### config.mk
export PLATFORM = sky130hd
export DESIGN_NAME = f2_exhaustive_tester
export DESIGN_NICKNAME = d
export VERILOG_FILES = /design/src/rtl/f2_exhaustive_tester.sv
export SDC_FILE = /design/constraint.sdc
export NUM_CORES = 1
export LEC_CHECK = 0
export ABC_AREA = 1
export ABC_CLOCK_PERIOD_IN_PS = 1450
export BUFFER_PORTS_ARGS = -buffer_cell sky130_fd_sc_hd__buf_2
export CAP_MARGIN = 10
export CORE_MARGIN = 8
export CORE_UTILIZATION = 44
export CTS_CLUSTER_SIZE = 14
export DETAILED_ROUTE_END_ITERATION = 8
export PLACE_DENSITY = 0.68
export SKIP_CTS_REPAIR_TIMING = 1
export SLEW_MARGIN = 30
export SYNTH_ARGS = -nofsm -noshare
export SYNTH_HDL_FRONTEND = slang
export SYNTH_SLANG_ARGS = --single-unit
export TNS_END_PERCENT = 10
### constraint.sdc
create_clock -name clk -period 1.45 [get_ports clk]
set_input_delay 0.0725 -clock clk [delete_from_list [all_inputs] [get_ports clk]]
set_output_delay 0.0725 -clock clk [all_outputs]
set_load 0.02 [all_outputs]
### src/rtl/f2_exhaustive_tester.sv
// On-chip exhaustive tester for the 6-input f2 block: walks every input vector in
// binary-count order, captures the responses and compares them with a golden truth table.
module f2_exhaustive_tester #(
  parameter int                    N_IN     = 6,
  parameter int                    SETTLE   = 1,
  parameter logic [2**N_IN-1:0]    EXPECTED = '0
) (
  input  logic                 clk,
  input  logic                 rst_n,
  input  logic                 start,
  output logic [N_IN-1:0]      pattern,
  input  logic                 dut_out,
  output logic                 busy,
  output logic                 done,
  output logic                 pass,
  output logic [N_IN:0]        fail_count,
  output logic [N_IN-1:0]      first_fail_idx,
  output logic [2**N_IN-1:0]   truth_table
);

  localparam int NV = 2**N_IN;
  localparam int CW = (SETTLE > 0) ? $clog2(SETTLE + 1) : 1;

  typedef enum logic [1:0] {
    S_IDLE,
    S_HOLD,
    S_DONE
  } state_t;

  state_t           r_state, w_state;
  logic [N_IN-1:0]  r_pattern, w_pattern;
  logic             r_busy, w_busy;
  logic             r_done, w_done;
  logic             r_pass, w_pass;
  logic [N_IN:0]    r_fail_count, w_fail_count;
  logic [N_IN-1:0]  r_first_fail_idx, w_first_fail_idx;
  logic [NV-1:0]    r_truth_table, w_truth_table;
  logic [CW-1:0]    r_settle, w_settle;
  logic             w_mismatch;

  assign w_mismatch = (dut_out != EXPECTED[r_pattern]);

  // NOTE: the whole capture vector sits on the async reset; it is a result
  // register read directly at the port, not a RAM, so clearing it is cheap and required.
  always_ff @(posedge clk or negedge rst_n) begin
    if (!rst_n) begin
      r_state          <= S_IDLE;
      r_pattern        <= '0;
      r_busy           <= 1'b0;
      r_done           <= 1'b0;
      r_pass           <= 1'b0;
      r_fail_count     <= '0;
      r_first_fail_idx <= '0;
      r_truth_table    <= '0;
      r_settle         <= '0;
    end else begin
      // NOTE: non-blocking here so every register samples pre-edge values.
      r_state          <= w_state;
      r_pattern        <= w_pattern;
      r_busy           <= w_busy;
      r_done           <= w_done;
      r_pass           <= w_pass;
      r_fail_count     <= w_fail_count;
      r_first_fail_idx <= w_first_fail_idx;
      r_truth_table    <= w_truth_table;
      r_settle         <= w_settle;
    end
  end

  always_comb begin
    // NOTE: hold-current defaults first, so no path through the case infers a latch.
    w_state          = r_state;
    w_pattern        = r_pattern;
    w_busy           = r_busy;
    w_done           = 1'b0;
    w_pass           = r_pass;
    w_fail_count     = r_fail_count;
    w_first_fail_idx = r_first_fail_idx;
    w_truth_table    = r_truth_table;
    w_settle         = r_settle;

    unique case (r_state)
      S_IDLE: begin
        if (start) begin
          w_state          = S_HOLD;
          w_pattern        = '0;
          w_busy           = 1'b1;
          w_fail_count     = '0;
          w_first_fail_idx = '0;
          w_truth_table    = '0;
          w_pass           = 1'b0;
          w_settle         = CW'(SETTLE);
        end
      end

      S_HOLD: begin
        if (r_settle != '0) begin
          w_settle = r_settle - 1'b1;
        end else begin
          w_truth_table[r_pattern] = dut_out;
          if (w_mismatch) begin
            w_fail_count = r_fail_count + 1'b1;
            if (r_fail_count == '0) w_first_fail_idx = r_pattern;
          end
          if (&r_pattern) begin
            // Final vector: the verdict must include this sample's mismatch too.
            w_state   = S_DONE;
            w_busy    = 1'b0;
            w_done    = 1'b1;
            w_pattern = '0;
            w_pass    = (r_fail_count == '0) && !w_mismatch;
          end else begin
            w_pattern = r_pattern + 1'b1;
            w_settle  = CW'(SETTLE);
          end
        end
      end

      S_DONE: begin
        w_state = S_IDLE;
      end

      default: begin
        w_state = S_IDLE;
      end
    endcase
  end

  assign pattern        = r_pattern;
  assign busy           = r_busy;
  assign done           = r_done;
  assign pass           = r_pass;
  assign fail_count     = r_fail_count;
  assign first_fail_idx = r_first_fail_idx;
  assign truth_table    = r_truth_table;

endmodule

==> out/results.txt, run 1 <==
status -> finished, violations left
failing checks -> negative setup slack
share of cells above drive strength 1 -> 28.2%
LEAKAGE -> 3.14 nW
Power, Total -> 0.00533 W
I/O Pins -> 90
Num CTS Buffers -> 9
via count -> 4725
initial antenna violation count -> 0
switching power -> 0.00161 W
Die Wd -> 118 µm
Cell Pwr Density -> 899 mW/mm²
Post-synth EDFFs -> 0
Worst Setup Slack, final -> -0.0945 ns
YS warnings -> 0
global-route wire length before repair -> 22100 µm
Post-synth top cells -> 205 x nand2_1, 89 x dfrtp_1, 81 x nor2_1, 57 x o21ai_0, 50 x nand4_1
wire per inst -> 16.1 µm
largest area contributor in the netlist -> dfrtp_1
number of global-route vias before repair -> 4415
synthesized area per cell -> 7.45 µm²
Core ar. -> 0.0102 mm²
CP startpoint kind -> flip-flop
Worst-path clk slew -> 0.09 ns
Reg power frac -> 51.9%
1st-pass router iterations -> 5
Tcrit/Tclk final -> 107%
Cells after Synth -> 618
Avg Vias per Cell -> 5.36
NumNets Final -> 748
final hold vios -> 0
CTS HTree Levels -> 3
First DRT Iteration DRCs -> 461
RSZ-0062 raised after global routing -> true
Die Y -> 118 µm
clock root buffer -> clkbuf_8
leading post-synthesis cells by cell area -> dfrtp_1 48%, nand2_1 17%, nand4_1 6.8%, nor2_1 6.6%, o21ai_0 6.2%
Critical Path AT -> 1.83 ns
Final Skew -> 0.00554 ns
setup_tns -> -0.384 ns
Max-cap violations -> 0
Area growth, synth to finish -> 28.8%
Cell Int Power -> 0.00372 W
Setup crit end kind -> flip-flop
area of the mapped netlist -> 0.00460 mm²
routability congestion estimate -> 0.883
VDD IR max -> 0.462 mV
Yosys cell types -> 23
Post-synth ARST share -> 100%
CTS tree -> built
Initial Util -> 45.0%
Clock power frac -> 30.1%
Inst Count DP -> 855
reg-to-reg slack, setup -> -0.09 ns
flops & latches, synth -> 89
antenna viol nets, final -> 0
port bufs -> 89
n_diodes -> 0
detailed-route DRC error count -> 0
Primary FF master, synth -> dfrtp_1
Slew Limit Headroom -> 71.1%
CP max FO -> 16
sequential share of the synthesized area -> 48.4%
fmax -> 647 MHz
final-report max-slew violation count -> 0
non-filler instance count after layout -> 882
area of the die -> 0.0140 mm²
Longest Clk Path Bufs -> 2
Worst Setup Path Type -> reg -> reg
Tot GR Track Use -> 19.2%
sw frac -> 30.2%
dpl hpwl -> 9320 µm
# setup viols final -> 20
Congestion Overflow GR -> 0
Hold Path Class -> in -> reg
routed wire length -> 14200 µm
Cell Rows -> 37
clock latency on the worst-skew pair -> 0.37 ns
WP data required -> 1.74 ns
min Tclk post-route -> 1.54 ns
largest net degree at the start of global routing -> 67
TritonCTS sink count -> 89
Least-Margin Pin Slew -> 0.433 ns
most frequent cell after synthesis -> nand2_1
syn_nets -> 625
Comb power frac -> 18.0%
Synth top area share -> 48.4%
power by group through the flow:
stage	clock, W	sequential, W	combinational [W]
global placement	0	0.00281	0.000943
floorplan	0	0.00304	0.000312
CTS	0.00164	0.00276	0.000969
global route	0.00176	0.00278	0.00106
detailed placement	0	0.00281	0.000967
finish	0.00161	0.00276	0.000960
flip-flops by register name, indices dropped and copies added, names as in the netlist:
register	cells
truth_table	64
fail_count	7
first_fail_idx	6
pattern	6
r_state	2
busy	1
done	1
pass	1
r_settle	1
through the flow:
stage               hold WS (ns)  setup WS [ns]  cell area, µm²  util (%)
floorplan                 -0.223         0.0343            4610         -
global placement         -0.0260         0.0265            5470      53.5
detailed placement       -0.0225        -0.0440            5470      53.5
CTS                       -0.420        -0.0565            5650      55.2
global route              0.0517         -0.134            5930      57.9
finish                    0.0579        -0.0945            5930      57.9
worst max-delay path, stage by stage (launching register included):
cell and delay, ns:
dfrtp_2 0.45, nand3_2 0.10, inv_2 0.05, nor2_4 0.18, buf_6 0.15, buf_6 0.11, buf_6 0.17, nand3_1 0.12
o21ai_1 0.12
area by class of cell:
type,instances,area [µm²]
fill,942,4310
sequential,89,2240
multi-input combinational,459,2160
timing repair buffer,148,1060
tap,136,170
clock buffer,14,163
inverter,34,133
clock inverter,2,12.5
cells in the final DEF (no fill, tap or decap), types with 2 or more instances in the layout:
cell type  synthesis  routed
dfrtp_1           89      82
clkbuf_8           0      11
nand3_1           32      26
dfrtp_2            0       7
clkbuf_16          0       3
ha_1               3       3
o21ai_0           57      42
nor2_4             2       2
nand2_1          205     198
inv_4              0       2
buf_12             0       7
o21bai_1           2       2
o21ai_1           15      25
inv_1             30      27
nor2_1            81      73
nor3_1             3       3
inv_2              4       5
nand2_2            3       9
buf_6              1       4
buf_2             12      88
nand4_1           50      50
nor2_2             1       9
buf_4              9      44
nand3_2            1       7
clkbuf_1          14       3
o21ai_2            0       5
kinds of logic (layout without fill, tap and decap cells):
group	after synthesis	after routing	synth area share, %
AOI/OAI and AO/OA	76	76	8.37
DFF	89	89	48.4
adders and majority gates	3	3	0.816
and+or+nand+nor	380	380	35.5
buffers and inverters	70	198	6.93
per-layer routing:
| metal | part of all wire (%) | wire (µm) | global-route usage [%] |
|---|---|---|---|
| met1 | 44 | 6210 | 25.0 |
| met2 | 48 | 6760 | 30.2 |
| met3 | 7.3 | 1040 | 4.81 |
| met5 | 0 | 0 | 0 |
| met4 | 1.2 | 168 | 7.37 |
worst paths after layout:
path | endpoint | from | depth (start not counted)
max in group asynchronous | pattern[2] | rst_n | 3
worst max-delay path | pattern[1] | r_state[0] | 8
worst min-delay path | busy | start | 3
worst min register to register | first_fail_idx[2] | first_fail_idx[2] | 2
worst max register to register | pattern[1] | r_state[0] | 8
min in group asynchronous | truth_table[13] | rst_n | 2
(Power assumes the default switching activity.)
==> run 2, diff against run 1 <==
- CELL_PAD_IN_SITES_DETAIL_PLACEMENT: not set -> 2
- CELL_PAD_IN_SITES_GLOBAL_PLACEMENT: not set -> 2
- CORE_UTILIZATION: 44 -> 28
- PLACE_DENSITY: 0.68 -> not set
- PLACE_DENSITY_LB_ADDON: not set -> 0.1
==> out/results.txt, run 2 (synthesis results as in run 1) <==
status -> finished, violations left (unchanged)
failing checks -> negative setup slack (unchanged)
Worst Setup Path Type -> reg -> reg (unchanged)
TritonCTS sink count -> 89 (unchanged)
largest net degree at the start of global routing -> 52 (was 67)
# setup viols final -> 17 (was 20)
clock root buffer -> clkbuf_16 (was clkbuf_8)
n_diodes -> 0 (unchanged)
Longest Clk Path Bufs -> 2 (unchanged)
Core ar. -> 0.0163 mm² (was 0.0102 mm²)
routed wire length -> 18800 µm (was 14200 µm)
Inst Count DP -> 960 (was 855)
leading cell type in the layout, fill and taps excluded -> nand2_1 (unchanged)
via count -> 4873 (was 4725)
Cell Pwr Density -> 998 mW/mm² (was 899 mW/mm²)
Setup crit end kind -> flip-flop (unchanged)
area of the die -> 0.0208 mm² (was 0.0140 mm²)
VDD IR max -> 0.521 mV (was 0.462 mV)
clock latency on the worst-skew pair -> 0.35 ns (was 0.37 ns)
WP data required -> 1.69 ns (was 1.74 ns)
RSZ-0062 raised after global routing -> true (unchanged)
Power, Total -> 0.00632 W (was 0.00533 W)
fin util -> 38.7% (was 57.9%)
routability congestion estimate -> 0.805 (was 0.883)
share of cells above drive strength 1 -> 30.3% (was 28.2%)
Num CTS Buffers -> 9 (unchanged)
Worst Setup Slack, final -> -0.0451 ns (was -0.0945 ns)
Critical Path AT -> 1.74 ns (was 1.83 ns)
First DRT Iteration DRCs -> 278 (was 461)
fmax -> 669 MHz (was 647 MHz)
CTS HTree Levels -> 3 (unchanged)
I/O Pins -> 90 (unchanged)
detailed-route DRC error count -> 0 (unchanged)
min Tclk post-route -> 1.50 ns (was 1.54 ns)
number of global-route vias before repair -> 5257 (was 4415)
Worst-path clk slew -> 0.06 ns (was 0.09 ns)
wire per inst -> 19.0 µm (was 16.1 µm)
non-filler instance count after layout -> 986 (was 882)
most frequent cells in the layout -> 199 x nand2_1, 88 x buf_2, 84 x dfrtp_1 (was 198 x nand2_1, 88 x buf_2, 82 x dfrtp_1)
Die Wd -> 144 µm (was 118 µm)
Area growth, synth to finish -> 37.5% (was 28.8%)
Tcrit/Tclk final -> 103% (was 107%)
Avg Vias per Cell -> 4.94 (was 5.36)
final-report max-slew violation count -> 0 (unchanged)
CP startpoint kind -> flip-flop (unchanged)
initial antenna violation count -> 0 (unchanged)
max reg flops -> 64 (unchanged)
CP max FO -> 9 (was 16)
Placed Area -> 0.00572 mm² (was 0.00547 mm²)
Final Skew -> 0.00680 ns (was 0.00554 ns)
Hold Path Class -> in -> reg (unchanged)
global-route wire length before repair -> 28700 µm (was 22100 µm)
Slew Limit Headroom -> 66.8% (was 71.1%)
CTS tree -> built (unchanged)
Tot GR Track Use -> 17.8% (was 19.2%)
Least-Margin Pin Slew -> 0.497 ns (was 0.433 ns)
port bufs -> 89 (unchanged)
# fillers -> 1949 (was 942)
setup_tns -> -0.310 ns (was -0.384 ns)
NumNets Final -> 768 (was 748)
1st-pass router iterations -> 4 (was 5)
dpl hpwl -> 13000 µm (was 9320 µm)
Cell Rows -> 47 (was 37)
final hold vios -> 0 (unchanged)
Congestion Overflow GR -> 0 (unchanged)
Die Y -> 144 µm (was 118 µm)
Initial Util -> 28.1% (was 45.0%)
design area -> 0.00633 mm² (was 0.00593 mm²)
antenna viol nets, final -> 0 (unchanged)
LEAKAGE -> 3.28 nW (was 3.14 nW)
Max-cap violations -> 0 (unchanged)
[run 2: cell count changes in the layout (fill, tap and decap cells not counted), sizes merged]
cell,change
clkinvlp,-1
buf,+20
bufinv,+1
[run 2: final timing paths]
| path | depth (start not counted) | slack (ns) | from | to |
|---|---|---|---|---|
| max | 9 | -0.05 | r_state[0] | truth_table[62] |
| min | 3 | 0.06 | dut_out | truth_table[63] |
| max reg2reg | 9 | -0.05 | r_state[0] | truth_table[62] |
| min reg2reg | 2 | 0.47 | truth_table[44] | truth_table[44] |
| max in group asynchronous | 3 | 0.65 | rst_n | pattern[0] |
| min in group asynchronous | 2 | 0.24 | rst_n | truth_table[15] |
[run 2: cell type report]
cell class	instances	area (µm²)	area share, %
clock buffers	14	274	4.33
clock inverters	2	35.0	0.553
inverters	34	130	2.06
multi-input cells	459	2180	34.4
flip-flops and latches	89	2230	35.3
well taps	220	275	4.35
repair buffers	168	1200	19.0
[run 2: routing by layer]
layer | vias to the layer above | GRT usage, % | routed length (µm)
met3 | 12 | 3.04 | 636
li1 | 2305 | - | -
met1 | 2484 | 22.5 | 8610
met4 | 0 | 5.26 | 202
met5 | - | 0 | 0
met2 | 72 | 30.5 | 9310
[run 2: stage by stage]
stage / setup WS (ns) / hold slack (ns)
final: -0.0451 / 0.0587
after global routing: -0.0902 / 0.0556
after detailed placement: -0.179 / 0.0660
after global placement: -0.137 / 0.0599
after CTS: -0.196 / -0.310
after floorplan: 0.0343 / -0.223
[run 2: worst max-delay path, cell delays in order, from the launching register on]
cell and delay, ns:
dfrtp_2 0.45, nand3_2 0.11, inv_2 0.05, nor2_4 0.15, buf_12 0.13, buf_4 0.13, clkbuf_16 0.16, o21ai_0 0.09
nand2_1 0.07, nand2_1 0.04
[run 2: where the power goes]
part           total [W]  switching, W  internal [W]
Combinational    0.00107      0.000685      0.000386
Clock            0.00249       0.00101       0.00148
Sequential       0.00276      0.000103       0.00265
